===== src/rtl/reg_file.sv =====
// Two-read / one-write register file with an optional hardwired zero entry,
// optional write-to-read forwarding, and a one-entry-per-cycle clear sequencer.
module reg_file #(
  parameter int WIDTH    = 32,
  parameter int ADDR_W   = 4,
  parameter int ZERO_REG = 1,
  parameter int BYPASS   = 1
) (
  input  logic              clk,
  input  logic              rst_n,
  input  logic              wr_en,
  input  logic [ADDR_W-1:0] write_reg,
  input  logic [WIDTH-1:0]  write_data,
  input  logic              rd_en_a,
  input  logic              rd_en_b,
  input  logic [ADDR_W-1:0] read_reg_a,
  input  logic [ADDR_W-1:0] read_reg_b,
  output logic [WIDTH-1:0]  read_data_a,
  output logic [WIDTH-1:0]  read_data_b,
  input  logic              clr_req,
  output logic              busy
);
  localparam int DEPTH = 2**ADDR_W;
  localparam int NPORT = 2;

  typedef enum logic {IDLE, CLEAR} state_t;

  state_t                               state;
  logic [ADDR_W-1:0]                    clr_idx;
  logic [DEPTH-1:0][WIDTH-1:0]          mem;
  logic                                 wr_ok;
  logic [NPORT-1:0]                     rd_en;
  logic [NPORT-1:0][ADDR_W-1:0]         rd_addr;
  logic [NPORT-1:0][WIDTH-1:0]          rd_data;

  // Entry 0 is never written when hardwired, so its flops stay at reset zero
  // and a plain array read returns 0 without an extra read-side mux.
  assign wr_ok = wr_en && !busy && !(ZERO_REG != 0 && write_reg == '0);

  always_ff @(posedge clk or negedge rst_n) begin
    if (!rst_n) begin
      state   <= IDLE;
      clr_idx <= '0;
      busy    <= 1'b0;
    end else begin
      case (state)
        IDLE: if (clr_req) begin
          state   <= CLEAR;
          busy    <= 1'b1;
          clr_idx <= '0;
        end
        CLEAR: begin
          clr_idx <= clr_idx + 1'b1;
          if (clr_idx == ADDR_W'(DEPTH-1)) begin
            state <= IDLE;
            busy  <= 1'b0;
          end
        end
        default: begin
          state <= IDLE;
          busy  <= 1'b0;
        end
      endcase
    end
  end

  // A clear-start edge is still IDLE, so a coincident write lands first and
  // is wiped later when the sweep reaches its index.
  always_ff @(posedge clk or negedge rst_n) begin
    if (!rst_n)
      mem <= '0;
    else if (busy)
      mem[clr_idx] <= '0;
    else if (wr_ok)
      mem[write_reg] <= write_data;
  end

  assign rd_en   = {rd_en_b, rd_en_a};
  assign rd_addr = {read_reg_b, read_reg_a};

  // Forwarding keys off wr_ok, so dropped writes and clear zeroing never bypass.
  always_ff @(posedge clk or negedge rst_n) begin
    if (!rst_n)
      rd_data <= '0;
    else
      for (int p = 0; p < NPORT; p++)
        if (rd_en[p])
          rd_data[p] <= (BYPASS != 0 && wr_ok && write_reg == rd_addr[p])
                        ? write_data : mem[rd_addr[p]];
  end

  assign read_data_a = rd_data[0];
  assign read_data_b = rd_data[1];

endmodule


===== config.mk =====
export PLATFORM = sky130hd
export DESIGN_NAME = reg_file
export DESIGN_NICKNAME = d
export VERILOG_FILES = /design/src/rtl/reg_file.sv
export SDC_FILE = /design/constraint.sdc
export NUM_CORES = 1
export LEC_CHECK = 0
export ABC_AREA = 1
export BUFFER_PORTS_ARGS = -buffer_cell sky130_fd_sc_hd__buf_4
export CORE_MARGIN = 4
export CORE_UTILIZATION = 30
export CTS_CLUSTER_DIAMETER = 80
export DETAILED_ROUTE_END_ITERATION = 16
export SKIP_LAST_GASP = 1
export SLEW_MARGIN = 30
export SYNTH_ARGS = -nofsm -noshare
export SYNTH_HDL_FRONTEND = slang
export SYNTH_SLANG_ARGS = --single-unit
export TNS_END_PERCENT = 50

===== constraint.sdc =====
create_clock -name clk -period 2 [get_ports clk]
set_input_delay 0.3 -clock clk [delete_from_list [all_inputs] [get_ports clk]]
set_output_delay 0.3 -clock clk [all_outputs]
set_load 0.005 [all_outputs]

==> metrics.md <==
| Metric | Value |
|---|---|
| Hold Vio Cnt, Final | 0 |
| Most frequent cells after synthesis | nand2_1, nand3_1, inv_1 |
| Initial antenna violation count | 0 |
| WP data arrival | 2370 ps |
| Crit-path slowest cell | o21ai_4 |
| Final core occ | 36.2% |
| Die W | 335 um |
| Grt ovf | 0 |
| Worst skew pair latency | 620 ps |
| Remaining DRCs | 0 |
| Clock skew | 30.7 ps |
| Post-synth cell types | 26 |
| CP Max Fanout | 11 |
| Clock-pin slew on the worst setup and hold paths | 60 ps |
| Slew Limit Fails | 0 |
| Setup TNS | 0 ps |
| Sinks on Clock Net | 582 |
| Total track usage | 23.3% |
| Hpwl dp | 80,000 um |
| EDFF count, synth | 0 |
| VDD IR max | 0.618 mV |
| Post-Syn Area per Cell | 7.18 sq um |
| Tcrit/Tclk final | 94.6% |
| Antenna viol nets, final | 0 |
| Core Region | 0.106 sq mm |
| Pre-antenna DRT Iters | 7 |
| Final min period | 1890 ps |
| RSZ-0062 raised after global routing | no |
| Filler cells | 11,100 |
| Max_cap viols | 0 |
| Via count | 32,800 |
| Cell type with the highest aggregate area in the netlist | dfrtp_1 |
| CTS H-tree lvls | 3 |
| Die area | 0.112 sq mm |
| Routed WL per cell | 22.5 um |
| CTS root buffer | clkbuf_16 |
| Critical-path cell list | inv_1 > ha_1 > nand2_1 > o21ai_4 > buf_4 > o22ai_1 |
| Yosys reg bits | 582 |
| Worst-Margin Slew | 705 ps |
| Top-count cell post-synth | nand2_1 |
| Mapped cell area | 0.0321 sq mm |
| Relative slew slack | 52.8% |
| Pleak | 19.8 nW |
| Area growth syn-to-layout | 19.5% |
| Worst Setup Start Kind | register |
| Top cell type's share of synthesized area | 45.4% |
| DIE HEIGHT | 335 um |
| Final non-filler cell area | 0.0383 sq mm |
| Pwr dens | 1230 mW/mm^2 |
| Top cells by area, synth | dfrtp_1, nand3_1, nand2_1 |
| Dpl cell area | 0.0359 sq mm |
| Sequential-to-total area share from yosys stat | 45.4% |
| Delay of the slowest critical-path stage | 600 ps |
| TritonCTS clock tree | yes |
| First-pass GRT wire length | 201,000 um |
| Final setup margin | 109 ps |
| Synth Net Count | 4,520 |
| Routed WL | 134,000 um |
| IO buf count | 114 |
| Worst hold path class | in2reg |
| FP Rows | 119 |
| Vias in the first global route | 31,700 |
| GPL Wtd Cong | 0.870 |
| Final count of negative-setup-slack endpoints | 0 |
| # diodes | 0 |
| Worst Hold Slack | 11.2 ps |
| Share of cells above drive strength 1 | 10.9% |
| Critical Path RT | 2480 ps |
| Final Net Count | 4,560 |
| Status | finished, final reports clean |
| Synth async-reset ratio | 100% |
| CTS max path bufs | 3 |
| Largest net degree at the start of global routing | 86 |
| Number of DRC markers after the initial detailed-route iteration | 4,009 |
| Crit path capture type | register |
| Post-synth top flop | dfrtp_1 |
| Inserted Clock Buffers | 70 |
| Synthesis Warnings | 0 |
| Max frequency | 0.529 GHz |
| IO Count | 115 |
| Post-Syn Instances | 4,466 |
| Starting Density | 30.3% |
| Worst slack, placed | 141 ps |
| Setup CP Type | reg2reg |
| DR vias/cell | 5.51 |
==> state kept, by name, summed over array words and instances, names as in the netlist <==
register / flops
clr_idx: 4
read_data_a: 32
state: 1
mem: 512
read_data_b: 32
busy: 1
==> critical path: cells and delay by family (launching register included) <==
kind	cells	cell delay, ps
AOI/OAI and AO/OA	2	680
adders and majority gates	1	140
DFF	1	430
and+or+nand+nor	1	150
buffers and inverters	2	360
==> cell usage in the layout (no fill, tap or decap), drive strengths merged, types with 8 or more instances in the layout <==
cell    Yosys  layout
nand2    1297    1297
nand3     998     998
inv       601     601
dfrtp     582     582
o22ai     480     480
buf       234     328
nor2      113     113
clkbuf    133      99
clkinv      0      20
o21ai      10      10
bufinv      0       8
==> metal layers <==
layer | track usage [%] | share of wire, % | up-vias
li1 | - | - | 14600
met1 | 32.0 | 41 | 15700
met2 | 35.6 | 44 | 2116
met3 | 5.43 | 11 | 370
met4 | 8.89 | 3.9 | 0
met5 | 0 | 0 | -
==> per-stage QoR <==
step | power (mW) | cells
global route | 50.0 | 5950
global placement | 33.0 | 5820
finish | 47.0 | 5950
CTS | 46.9 | 5950
floorplan | 28.0 | 4466
detailed placement | 33.4 | 5820
==> what timing repair did <==
item                                   4_1_cts  5_1_grt
buffers inserted                             0        0
hold buffers                                 5        0
resized for setup                            0        0
endpoints found under the hold margin      170        0
==> final timing paths <==
| path | to | startpoint | slack (ps) | cells past startpoint |
|---|---|---|---|---|
| max | mem[422] | clr_idx[1] | 110 | 6 |
| min | read_data_a[23] | write_data[23] | 10 | 5 |
| max reg2reg | mem[422] | clr_idx[1] | 110 | 6 |
| min reg2reg | read_data_a[11] | read_data_a[11] | 480 | 2 |
| max in group asynchronous | mem[194] | rst_n | 980 | 3 |
| min in group asynchronous | read_data_a[8] | rst_n | 170 | 2 |
==> report_power, final <==
part / leakage [nW] / internal, mW / switching (mW)
clock: 1.19 / 8.13 / 5.37
sequential: 7.83 / 16.2 / 1.27
combinational: 10.8 / 5.66 / 10.4
total: 19.8 / 30.0 / 17.1
==> logic make-up after synthesis <==
kind of cell | count (synthesis) | synth area share [%]
adder cells (fa/ha/maj) | 4 | 0.156
buffers and inverters | 968 | 12.2
AND/OR/NAND/NOR | 2412 | 32.3
XOR/XNOR | 6 | 0.164
AO/OA/AOI/OAI | 494 | 9.69
flip-flops | 582 | 45.4
==> final cells by class <==
| class | instances | area, sq um | area share (%) |
|---|---|---|---|
| Clock buffer | 97 | 2030 | 5.30 |
| Sequential cell | 582 | 14600 | 38.0 |
| Inverter | 601 | 2280 | 5.95 |
| Tap cell | 1391 | 1740 | 4.54 |
| Multi-Input combinational cell | 2916 | 13700 | 35.8 |
| Timing Repair Buffer | 335 | 3610 | 9.43 |
| Clock inverter | 28 | 367 | 0.957 |
Power figures use the tool's default switching activity.
